`src/rtl/matmul_sequencer.sv`:
```
// ============================================================================
// Module   : matmul_sequencer
// Purpose  : Sequences one integer matrix multiply C = A x B. The block reads
//            the dimensions from word 0 of the input and weight SRAMs. It then
//            walks the operand addresses for each dot product in row-major
//            order and drives the MAC datapath controls. Once the MAC pipeline
//            has drained, it writes each C element to the result SRAM.
// Revision : 1.0 - initial release
// ----------------------------------------------------------------------------
// Ports
//   clk             in   1       rising-edge clock
//   reset_n         in   1       asynchronous active-low reset
//   dut_valid       in   1       job request (sampled only while idle)
//   dut_ready       out  1       high exactly while idle
//   input_rd_addr   out  ADDR_W  matrix A read address
//   input_rd_data   in   DATA_W  matrix A read data (one cycle after address)
//   weight_rd_addr  out  ADDR_W  matrix B read address
//   weight_rd_data  in   DATA_W  matrix B read data (one cycle after address)
//   mac_clear       out  1       restart accumulation with current operands
//   mac_en          out  1       operands on the read-data buses are valid
//   mac_last        out  1       final operand pair of the dot product
//   mac_result      in   DATA_W  accumulator output
//   result_wr_en    out  1       result SRAM write strobe
//   result_wr_addr  out  ADDR_W  result SRAM write address
//   result_wr_data  out  DATA_W  result SRAM write data
// Dimension word layout: input[0] = {M, K}, weight[0] = {unused, N}.
// DATA_W must be at least 32 so that the dimension fields exist.
// ============================================================================
`default_nettype none

module matmul_sequencer #(
  parameter int ADDR_W  = 12,
  parameter int DATA_W  = 32,
  parameter int MAC_LAT = 2
) (
  input  logic              clk,
  input  logic              reset_n,
  input  logic              dut_valid,
  output logic              dut_ready,
  output logic [ADDR_W-1:0] input_rd_addr,
  input  logic [DATA_W-1:0] input_rd_data,
  output logic [ADDR_W-1:0] weight_rd_addr,
  input  logic [DATA_W-1:0] weight_rd_data,
  output logic              mac_clear,
  output logic              mac_en,
  output logic              mac_last,
  input  logic [DATA_W-1:0] mac_result,
  output logic              result_wr_en,
  output logic [ADDR_W-1:0] result_wr_addr,
  output logic [DATA_W-1:0] result_wr_data
);

  typedef enum logic [2:0] {
    S_IDLE      = 3'd0,
    S_LATCH_DIM = 3'd1,
    S_COMPUTE   = 3'd2,
    S_DRAIN     = 3'd3,
    S_WRITE     = 3'd4
  } state_t;

  localparam logic [ADDR_W-1:0] ADDR_ONE = ADDR_W'(1);
  localparam logic [3:0]        DRAIN_LAST = 4'(MAC_LAT);

  state_t            state;
  logic [15:0]       m_dim;
  logic [15:0]       k_dim;
  logic [15:0]       n_dim;
  logic [15:0]       i_cnt;
  logic [15:0]       j_cnt;
  logic [15:0]       k_cnt;
  logic [3:0]        drain_cnt;
  // a_base = 1 + i*K, b_base = 1 + j, c_ptr = i*N + j, all modulo 2^ADDR_W.
  // The stepped pointers replace every multiply in the address arithmetic.
  logic [ADDR_W-1:0] a_base;
  logic [ADDR_W-1:0] b_base;
  logic [ADDR_W-1:0] c_ptr;

  // Only the low 32 bits of word 0 carry dimensions. The remaining read-data
  // bits are folded here so that they are visibly consumed.
  logic unused_rd_bits;
  assign unused_rd_bits = ^{input_rd_data, weight_rd_data};

  // Dimensions and strides reduce modulo 2^ADDR_W, so the address pointers
  // wrap exactly as the modular address map requires.
  function automatic logic [ADDR_W-1:0] to_addr(input logic [15:0] v);
    return ADDR_W'(v);
  endfunction

  logic in_compute;
  logic k_at_last;
  assign in_compute = (state == S_COMPUTE);
  assign k_at_last  = (k_cnt == k_dim - 16'd1);

  always_ff @(posedge clk or negedge reset_n) begin
    if (!reset_n) begin
      state          <= S_IDLE;
      dut_ready      <= 1'b1;
      input_rd_addr  <= '0;
      weight_rd_addr <= '0;
      mac_clear      <= 1'b0;
      mac_en         <= 1'b0;
      mac_last       <= 1'b0;
      result_wr_en   <= 1'b0;
      result_wr_addr <= '0;
      result_wr_data <= '0;
      m_dim          <= '0;
      k_dim          <= '0;
      n_dim          <= '0;
      i_cnt          <= '0;
      j_cnt          <= '0;
      k_cnt          <= '0;
      drain_cnt      <= '0;
      a_base         <= '0;
      b_base         <= '0;
      c_ptr          <= '0;
    end else begin
      // The MAC controls trail the address issue by one cycle, which lines
      // them up with the SRAM read data.
      mac_en    <= in_compute;
      mac_clear <= in_compute && (k_cnt == 16'd0);
      mac_last  <= in_compute && k_at_last;

      // The write strobe lasts exactly one cycle. The WRITE entry below
      // overrides these defaults.
      result_wr_en   <= 1'b0;
      result_wr_addr <= '0;
      result_wr_data <= '0;

      case (state)
        S_IDLE: begin
          if (dut_valid) begin
            state     <= S_LATCH_DIM;
            dut_ready <= 1'b0;
          end
        end

        S_LATCH_DIM: begin
          // Address 0 was presented while idle, so word 0 is on the buses now.
          m_dim     <= input_rd_data[31:16];
          k_dim     <= input_rd_data[15:0];
          n_dim     <= weight_rd_data[15:0];
          i_cnt     <= '0;
          j_cnt     <= '0;
          k_cnt     <= '0;
          c_ptr     <= '0;
          a_base    <= ADDR_ONE;
          b_base    <= ADDR_ONE;
          if ((input_rd_data[31:16] == 16'd0) || (input_rd_data[15:0] == 16'd0) ||
              (weight_rd_data[15:0] == 16'd0)) begin
            state     <= S_IDLE;
            dut_ready <= 1'b1;
          end else begin
            state          <= S_COMPUTE;
            input_rd_addr  <= ADDR_ONE;
            weight_rd_addr <= ADDR_ONE;
          end
        end

        S_COMPUTE: begin
          if (k_at_last) begin
            state          <= S_DRAIN;
            drain_cnt      <= '0;
            k_cnt          <= '0;
            input_rd_addr  <= '0;
            weight_rd_addr <= '0;
          end else begin
            k_cnt          <= k_cnt + 16'd1;
            input_rd_addr  <= input_rd_addr + ADDR_ONE;
            weight_rd_addr <= weight_rd_addr + to_addr(n_dim);
          end
        end

        S_DRAIN: begin
          // The final mac_en fires in the first DRAIN cycle. After MAC_LAT more
          // cycles mac_result is settled, and it is captured on entry to WRITE.
          if (drain_cnt == DRAIN_LAST) begin
            state          <= S_WRITE;
            result_wr_en   <= 1'b1;
            result_wr_addr <= c_ptr;
            result_wr_data <= mac_result;
          end else begin
            drain_cnt <= drain_cnt + 4'd1;
          end
        end

        S_WRITE: begin
          c_ptr <= c_ptr + ADDR_ONE;
          if (j_cnt == n_dim - 16'd1) begin
            j_cnt <= '0;
            if (i_cnt == m_dim - 16'd1) begin
              i_cnt     <= '0;
              state     <= S_IDLE;
              dut_ready <= 1'b1;
            end else begin
              i_cnt          <= i_cnt + 16'd1;
              a_base         <= a_base + to_addr(k_dim);
              b_base         <= ADDR_ONE;
              state          <= S_COMPUTE;
              input_rd_addr  <= a_base + to_addr(k_dim);
              weight_rd_addr <= ADDR_ONE;
            end
          end else begin
            j_cnt          <= j_cnt + 16'd1;
            b_base         <= b_base + ADDR_ONE;
            state          <= S_COMPUTE;
            input_rd_addr  <= a_base;
            weight_rd_addr <= b_base + ADDR_ONE;
          end
        end

        default: begin
          state     <= S_IDLE;
          dut_ready <= 1'b1;
        end
      endcase
    end
  end

endmodule

`default_nettype wire

```
`config.mk`:
```
export PLATFORM = sky130hd
export DESIGN_NAME = matmul_sequencer
export DESIGN_NICKNAME = d
export VERILOG_FILES = /design/src/rtl/matmul_sequencer.sv
export SDC_FILE = /design/constraint.sdc
export NUM_CORES = 1
export LEC_CHECK = 0
export CAP_MARGIN = 25
export CORE_UTILIZATION = 45
export DETAILED_ROUTE_END_ITERATION = 8
export GPL_TIMING_DRIVEN = 0
export PLACE_DENSITY_LB_ADDON = 0.2
export SYNTH_ARGS = -nofsm -noshare
export SYNTH_HDL_FRONTEND = slang
export SYNTH_SLANG_ARGS = --single-unit
```
`constraint.sdc`:
```
create_clock -name clk -period 4.44 [get_ports clk]
set_input_delay 0.444 -clock clk [delete_from_list [all_inputs] [get_ports clk]]
set_output_delay 0.444 -clock clk [all_outputs]
set_load 0.01 [all_outputs]
```
==> run metrics, run 1 <==
status=complete, but fails checks; violated checks=design-rule violations; Worst Reg2Reg Path Length in Cells=10; yosys warns=0; routability cong.=0.908; grt total ovfl=0; setup violators final=0; io pins=172; initial antenna violation count=0; share of cells above drive strength 1=5.13%; Routed WL=32800 um; Clk Latency, worst-skew pair=0.53 ns; post_cts resized=0; non-filler cells, final=1856; RSZ-0062 raised after global routing=false; Worst Setup Start Kind=register; ys flop type=dfrtp_1; fmax=244 MHz; largest net degree at the start of global routing=121; DRT iter0 DRCs=815; fin crit share=92.3%; Vias=10500; post-synthesis sequential area ratio=43.9%; transition time at the pin with the least slew margin=0.954 ns; ANT nets after route=0; Die Height=166 um; placed wire-length estimate=24100 um; vias in the first global route=10000; post-synthesis register bit count=212; DR WL/cell=17.7 um; PwrDens=570 nW/um^2; Gate Count Post-Synth=1324; total track usage=23.8%; Avg Synthesized Cell Area=9.13 um^2; Final Slew Violations=0; DRC=10; clock-pin slew on the worst setup and hold paths=0.06 ns; cell count after placement=1815; final hold vios=0; Leak=6.56 nW; design area=14900 um^2; critical path peak fanout=10; global-route wire length before repair=52800 um; number of iterations in the first detailed-routing pass=8; asr flop ratio synth=100%; synth cell count leaders=211 x dfrtp_1, 211 x nand2_1, 85 x nor2_1; area occupied by multi-input gates=6440 um^2; Synth area leader=dfrtp_1; Root Driver=clkbuf_16; CTS sink cnt=212; Mapped Area=12100 um^2; Yosys cell types=78; number of max-cap violations=0; Layout Nets=1642; htree depth=1; Area growth syn-to-layout=23.3%; FF/Latch Area=5310 um^2; CTS tree=built; CTS Hold Bufs=0; Worst Setup Path Type=register to register; CTS Buf Count=25; Die Wd=166 um; Mapped Nets=1459; vias per cell=5.68; Starting Density=46.1%; CORE AREA=26200 um^2; clk_skew=0.00647 ns; Filler Cell Count=2323; WP data arrival=4.53 ns; die area=27500 um^2; EDFF count, synth=0; Port Buf Inserts=155; Final min period=4.10 ns; TNS Setup=0 ns; Max Buffers Root-to-Sink=3; ranking of synthesized cells by area=dfrtp_1 44%, nand2_1 6.6%, xnor2_1 4.1%; diode count=0; post-CTS setup buffer count=0; Yosys top cell area share=43.7%; CP required=4.87 ns; Max IR drop VDD=0.000269 V; Worst setup EP type=register; DP Area=14100 um^2; max_slew headroom=35.9%; Final WS setup=0.341 ns; Hold Crit Class=input pin to asynchronous set/reset pin; Place WS=0.331 ns; Rows=59
logic make-up after synthesis:
kind of cell	count (synthesis)	share of synthesized area, %
AO/OA/AOI/OAI	272	15.6
XOR/XNOR	103	7.46
adder cells (fa/ha/maj)	36	3.85
buffers and inverters	90	2.90
flip-flops	212	43.9
multiplexers	25	2.29
AND/OR/NAND/NOR	586	24.0
layout by cell type, fill, tap and decap left out, types with 15 or more instances in the layout:
cell / count
nand2_1: 211
dfrtp_1: 211
clkdlybuf4s50_1: 154
nor2_1: 84
o21ai_0: 67
xnor2_1: 57
nand3_1: 54
and2_1: 53
clkbuf_1: 49
xor2_1: 46
a31oi_1: 36
nor3_1: 35
ha_1: 34
and3_1: 33
a21oi_1: 33
inv_1: 29
nor4_1: 29
clkbuf_16: 25
nand2b_1: 21
a22o_1: 18
mux2i_1: 16
nand4_1: 15
path summary, 6_finish.rpt:
| kind | from | endpoint | slack, ns |
|---|---|---|---|
| worst max-delay path | m_dim[2] | i_cnt[4] | 0.34 |
| worst min-delay path | reset_n | k_cnt[10] | 0.004 |
| worst max register to register | m_dim[2] | i_cnt[4] | 0.34 |
| worst min register to register | c_ptr[7] | c_ptr[7] | 0.49 |
| max in group asynchronous | reset_n | n_dim[3] | 3.43 |
| min in group clk | mac_result[5] | result_wr_data[5] | 0.47 |
through the flow:
step | total power, W | hold slack (ns) | util, %
4_1_cts | 0.00853 | 0.0483 | 56.9
2_1_floorplan | 0.00529 | 0.148 | -
3_5_place_dp | 0.00647 | 0.485 | 53.8
6_report | 0.00851 | 0.00386 | 56.9
5_1_grt | 0.00912 | 0.0707 | 56.9
3_3_place_gp | 0.00638 | 0.464 | 53.7
area by class of cell:
cell class                      instances  area share (%)
Buffer                                 61            1.63
Clock buffer                           33            4.73
Clock inverter                          8           0.663
Inverter                               29           0.730
Multi-Input combinational cell       1022            43.2
Sequential cell                       212            35.6
Tap cell                              335            2.81
Timing Repair Buffer                  156            10.6
per-layer routing:
metal  share of wire [%]  vias up  GRT usage [%]
met1                  45     5090           32.6
met2                  47      279           39.2
met3                 5.8       53           3.36
met5                   0        -              0
li1                    -     5115              -
met4                 2.4        0           6.70
power breakdown:
part	internal [W]	switching, W
clock	0.00122	0.000814
combinational	0.00150	0.00215
sequential	0.00230	0.000519
critical path, stage by stage (launching register included):
cell and delay, ns:
dfrtp_1 0.45, nor4_1 0.56, nand4_1 0.38, nor4_1 0.38
nor4_1 0.09, and4_1 0.28, a21oi_1 0.51, clkbuf_2 0.37
buf_1 0.48, nand2_1 0.21, o31ai_1 0.28
registers in the layout, summed over array words and instances (netlist names), 3 cells and up:
signal / flops
result_wr_data: 32
i_cnt: 16
j_cnt: 16
k_cnt: 16
k_dim: 16
m_dim: 16
n_dim: 16
a_base: 12
b_base: 12
c_ptr: 12
input_rd_addr: 12
result_wr_addr: 12
weight_rd_addr: 12
drain_cnt: 4
state: 3
Power figures use the tool's default switching activity.
==> run 2: changes to the inputs <==
--- a/config.mk
+++ b/config.mk
@@ -8,8 +8,10 @@
 export CAP_MARGIN = 25
 export CORE_UTILIZATION = 45
 export DETAILED_ROUTE_END_ITERATION = 8
+export DONT_BUFFER_PORTS = 1
 export GPL_TIMING_DRIVEN = 0
 export PLACE_DENSITY_LB_ADDON = 0.2
+export SKIP_LAST_GASP = 1
 export SYNTH_ARGS = -nofsm -noshare
 export SYNTH_HDL_FRONTEND = slang
 export SYNTH_SLANG_ARGS = --single-unit
==> run 2 against run 1 <==
Compared with the run above: the run ends with design-rule violations, negative hold slack left; register-to-register slack got worse by 0.16 ns; worst setup slack got worse by 0.16 ns; via count fell by 5.7%; wire length fell by 2.0%; flip-flop and latch count did not move; clock-buffer cell count rose by 1; clock skew rose by 0.0036 ns; highest routed layer unchanged.
==> run metrics, run 2 (synthesized netlist as in run 1, its figures left out) <==
io pins=172 (unchanged); violated checks=design-rule violations, negative hold slack; CTS tree=built; Area growth syn-to-layout=9.72%; TNS Setup=0 ns (unchanged); Leak=5.95 nW (-9.3%); Max Buffers Root-to-Sink=3 (unchanged); Worst Setup Path Type=register to register; Die Height=166 um (unchanged); number of iterations in the first detailed-routing pass=7 (-1); fmax=235 MHz (-3.7%); DRC=10 (unchanged); DRT iter0 DRCs=595 (-27%); setup violators final=0 (unchanged); htree depth=1 (unchanged); total track usage=23.4% (-0.38 points); number of max-cap violations=0 (unchanged); Rows=59 (unchanged); Die Wd=166 um (unchanged); most frequent cells in the layout=211 x nand2_1, 211 x dfrtp_1, 85 x nor2_1, 67 x o21ai_0, 57 x xnor2_1; grt total ovfl=0 (unchanged); PwrDens=612 nW/um^2 (+7.3%); Starting Density=46.1% (unchanged); Place WS=0.302 ns (-0.0284 ns); ANT nets after route=0 (unchanged); final hold vios=212 (+212); Worst Reg2Reg Path Length in Cells=11 (+1); CORE AREA=26200 um^2 (unchanged); vias in the first global route=9707 (-3.2%); Worst setup EP type=register; Biggest register=result_wr_data; Worst Setup Start Kind=register; largest net degree at the start of global routing=213 (+76%); post-layout util=50.6% (-6.3 points); clock-pin slew on the worst setup and hold paths=0.06 ns (about the same); placed wire-length estimate=23300 um (-3.0%); global-route wire length before repair=52200 um (-1.1%); WP data arrival=4.70 ns (+0.17 ns); Hold Crit Class=input pin to asynchronous set/reset pin; clk_skew=0.0101 ns (+0.00361 ns); Vias=9940 (-5.7%); RSZ-0062 raised after global routing=false; Clk Latency, worst-skew pair=0.52 ns (about the same); vias per cell=5.84 (+2.9%); CP startpoint=k_dim[0]; Port Buf Inserts=0 (-100%); DR WL/cell=18.9 um (+6.9%); Final min period=4.26 ns (+0.157 ns); CP required=4.89 ns (+0.02 ns); Root Driver=clkbuf_16; non-filler cells, final=1702 (-8.3%); Final Slew Violations=0 (unchanged); diode count=0 (unchanged); worst-case hold slack=-0.376 ns (-0.380 ns); status=complete, but fails checks; Max IR drop VDD=0.000379 V (+41%); critical path peak fanout=10 (unchanged); crit path to=k_cnt[11]; flop2flop setup slack=0.18 ns (-0.16 ns); Layout Nets=1486 (-9.5%); fin crit share=95.9% (+3.5 points); max FFs per register=32 (unchanged); Final WS setup=0.184 ns (-0.157 ns); CTS sink cnt=212 (unchanged); FF-to-FF End=k_cnt[11]; max_slew headroom=39.2% (+3.3 points); cell count after placement=1659 (-8.6%); die area=27500 um^2 (unchanged); reg2reg start=k_dim[0]; Routed WL=32200 um (-2.0%); initial antenna violation count=0 (unchanged); CTS Buf Count=25 (unchanged); share of cells above drive strength 1=5.41% (+0.29 points); routability cong.=0.895 (-1.4%); transition time at the pin with the least slew margin=0.905 ns (-0.0493 ns)
-- run 2: stage by stage --
stage | power [W] | instance area [um^2]
after floorplan | 0.00529 | 12100
after global placement | 0.00614 | 12500
after detailed placement | 0.00621 | 12500
after CTS | 0.00816 | 13300
after global routing | 0.00871 | 13300
final | 0.00812 | 13300
-- run 2: worst min-delay path by stage --
stage / startpoint / to / slack, ns / cells after the start
after detailed placement: reset_n / k_cnt[11] / 0.16 / 0
after floorplan: reset_n / a_base[0] / 0.15 / 0
after global placement: reset_n / k_cnt[13] / 0.16 / 0
after global routing: reset_n / k_cnt[11] / -0.40 / 0
final: reset_n / k_cnt[11] / -0.38 / 0
after CTS: reset_n / k_cnt[11] / -0.40 / 0
-- run 2: layout make-up --
type | count | area (um^2)
Sequential cell | 212 | 5310
Fill cell | 2431 | 12900
Tap cell | 335 | 419
Multi-Input combinational cell | 1022 | 6440
Buffer | 61 | 241
Inverter | 29 | 109
Clock buffer | 34 | 699
Clock inverter | 9 | 52.6
-- run 2: what timing repair did --
action                     CTS  global route
gates resized for setup      0             1
setup endpoints to repair    0            10
hold endpoints to repair   212           212
buffers inserted             0             0
-- run 2: power breakdown --
group	internal (W)	switching [W]
clock	0.00110	0.000814
combinational	0.00130	0.00203
sequential	0.00230	0.000573
total	0.00470	0.00342
-- run 2: worst max-delay path: stages (launching register included) --
cell      delay [ns]
dfrtp_1         0.45
inv_1           0.11
ha_1            0.28
nor4b_1         0.68
a22oi_1         0.14
o21a_1          0.23
nor3_1          0.36
nor4_1          0.18
a31oi_1         0.61
clkbuf_1        0.64
nor2_1          0.32
nor2_1          0.18
-- run 2: routing by layer --
metal	up-vias	part of all wire, %	GRT usage [%]
met2	228	47	38.6
met4	0	1.6	5.16
met5	-	0	0
li1	4799	-	-
met3	38	5.6	4.34
met1	4875	45	31.9
==> run 3: changes to the inputs <==
==> constraint.sdc (replaced) <==
create_clock -name clk -period 3.5 [get_ports clk]
set_input_delay 0.35 -clock clk [delete_from_list [all_inputs] [get_ports clk]]
set_output_delay 0.35 -clock clk [all_outputs]
set_load 0.01 [all_outputs]
==> run 3 against run 2 <==
Compared with the run above: the run still ends with design-rule violations, negative hold slack left; sequential share of layout area is 3.2 points lower; maximum frequency is 23% higher; flip-flop and latch count stayed put; wire length is 4.2% higher; critical endpoint is now input_rd_addr[10].
==> run metrics, run 3 (synthesized netlist as in run 1, its figures left out) <==
status=complete, but fails checks; violated checks=design-rule violations, negative hold slack; max_slew headroom=48.9% (+9.7 points); P_sw=0.00446 W (+30%); share of cells above drive strength 1=9.55% (+4.1 points); CORE AREA=26200 um^2 (unchanged); GR met1 Demand/Resource=32.4% (+0.55 points); max FFs per register=32 (unchanged); Hold Crit Class=input pin to asynchronous set/reset pin; CTS Hold Bufs=80; ANT nets after route=0 (unchanged); fin crit share=99.0% (+3.2 points); clk_skew=0.0131 ns (+0.00303 ns); Max Buffers Root-to-Sink=3 (unchanged); number of max-cap violations=0 (unchanged); setup violators final=0 (unchanged); Die Wd=166 um (unchanged); Root Driver=clkbuf_16; worst-case hold slack=-0.467 ns (-0.0908 ns); Max IR drop VDD=0.000482 V (+27%); Final Slew Violations=0 (unchanged); initial antenna violation count=1 (+1); Area growth syn-to-layout=19.5%; part of the power in registers=34.3% (-1.1 points); Place WS=-0.638 ns (-0.940 ns); Internal=0.00616 W (+31%); CTS tree=built; CTS Buf Count=25 (unchanged); Overall Power=0.0106 W (+31%); number of iterations in the first detailed-routing pass=7 (unchanged); total track usage=24.3% (+0.90 points); PwrDens=735 nW/um^2 (+20%); area occupied by multi-input gates=6600 um^2 (+2.4%); die area=27500 um^2 (unchanged); CP required=3.91 ns (-0.98 ns); htree depth=1 (unchanged); vias per cell=5.75 (-1.5%); transition time at the pin with the least slew margin=0.767 ns (-0.139 ns); Vias=10400 (+4.2%); busiest grt layer=met2; CTS sink cnt=212 (unchanged); WP data arrival=3.88 ns (-0.82 ns); Worst Setup Path Type=register to register; io pins=172 (unchanged); largest net degree at the start of global routing=213 (unchanged); final hold vios=212 (unchanged); TNS Setup=0 ns (unchanged); Port Buf Inserts=0 (unchanged); clock-pin slew on the worst setup and hold paths=0.06 ns (about the same); Worst Setup Start Kind=register; Die Height=166 um (unchanged); Final WS setup=0.0334 ns (-0.151 ns); DRT iter0 DRCs=637 (+7.1%); Clk pwr share=22.8% (-0.8 points); Worst setup EP type=register; Biggest register=result_wr_data; RSZ-0062 raised after global routing=true; FF/Latch Area=5320 um^2 (+0.17%); placed wire-length estimate=23300 um (unchanged); Filler Cell Count=2358 (-3.0%); DP Area=12500 um^2 (unchanged); grt total ovfl=0 (unchanged); Starting Density=46.1% (unchanged); global-route wire length before repair=54300 um (+4.0%); met3 GRT Util=4.03% (-0.31 points); Leak=6.46 nW (+8.6%); Routed WL=33600 um (+4.2%); DR WL/cell=18.6 um (-1.6%); commonest non-fill, non-tap cell in the layout=nand2_1; most frequent cells in the layout=210 x nand2_1, 204 x dfrtp_1, 80 x nor2_1, 80 x dlygate4sd3_1, 67 x o21ai_0; Rows=59 (unchanged); vias in the first global route=10300 (+6.3%); DRC=20 (+10); Final min period=3.47 ns (-0.789 ns); Combinational Power Share=42.9% (+1.8 points); met2 usage=41.1% (+2.4 points); Layout Nets=1585 (+6.7%); routability cong.=0.895 (unchanged); Net Sw Frac=42.0% (-0.11 points); fmax=288 MHz (+23%); design area=14400 um^2 (+8.9%); critical path peak fanout=10 (unchanged); Clk Latency, worst-skew pair=0.52 ns (about the same)
[run 3: changes by cell type in the layout (fill, tap and decap cells not counted), sizes merged]
cell | previous run | this run
dlygate4sd3 | 0 | 80
nor2 | 86 | 87
diode | 0 | 1
clkbuf | 81 | 82
buf | 14 | 31
[run 3: worst max-delay path, cell delays in order, from the launching register on]
cell and delay (ns):
dfrtp_2 0.41, or4_4 0.55, or3_4 0.39, a2111oi_4 0.31, o2111ai_2 0.18, buf_4 0.19
nor4_4 0.26, buf_4 0.19, clkbuf_4 0.23, mux2i_1 0.26, o32ai_1 0.11, a22o_1 0.26
[run 3: power by group through the flow]
stage	Clock (W)	Combinational [W]	Sequential (W)
5_1_grt	0.00258	0.00509	0.00372
4_1_cts	0.00249	0.00442	0.00364
2_1_floorplan	0	0.00328	0.00343
3_5_place_dp	0	0.00418	0.00369
3_3_place_gp	0	0.00411	0.00368
6_report	0.00242	0.00456	0.00365
[run 3: metrics by stage]
step                      hold WS (ns)  std cells  utilization, %
after floorplan                 0.0544       1324               -
after global placement          0.0648       1659            47.7
after detailed placement        0.0634       1659            47.7
after CTS                       -0.491       1794            54.4
after global routing            -0.493       1801            55.1
final                           -0.467       1802            55.1
[run 3: path summary, 6_finish.rpt]
kind | depth (start not counted) | end | startpoint | slack [ns]
max in group asynchronous | 0 | n_dim[4] | reset_n | 3.68
min in group clk | 3 | state[1] | dut_valid | 0.20
setup reg to reg | 11 | input_rd_addr[10] | n_dim[1] | 0.03
hold / removal | 0 | k_cnt[11] | reset_n | -0.47
hold reg to reg | 1 | c_ptr[7] | c_ptr[7] | 0.50
setup / recovery | 11 | input_rd_addr[10] | n_dim[1] | 0.03
[run 3: final cells by class]
class,count,share of cell area [%]
buffer,60,2.04
clock buffer,34,4.84
sequential,212,36.8
tap,335,2.90
multi-input combinational,1023,45.7
inverter,29,0.754
timing repair buffer,99,6.63
clock inverter,9,0.364
antenna,1,0.0173
[run 3: repair_timing]
action | CTS | global route
setup endpoints to repair | 100 | 82
setup buffers | 11 | 7
pin swaps | 5 | 10
gates resized for setup | 40 | 36
gates cloned | 1 | 1
hold endpoints to repair | 292 | 212
[run 3: metal layers]
metal / wire (um) / vias up
met5: 0 / -
met4: 585 / 0
met3: 2110 / 46
met2: 16200 / 282
met1: 14700 / 5035
li1: - / 4999
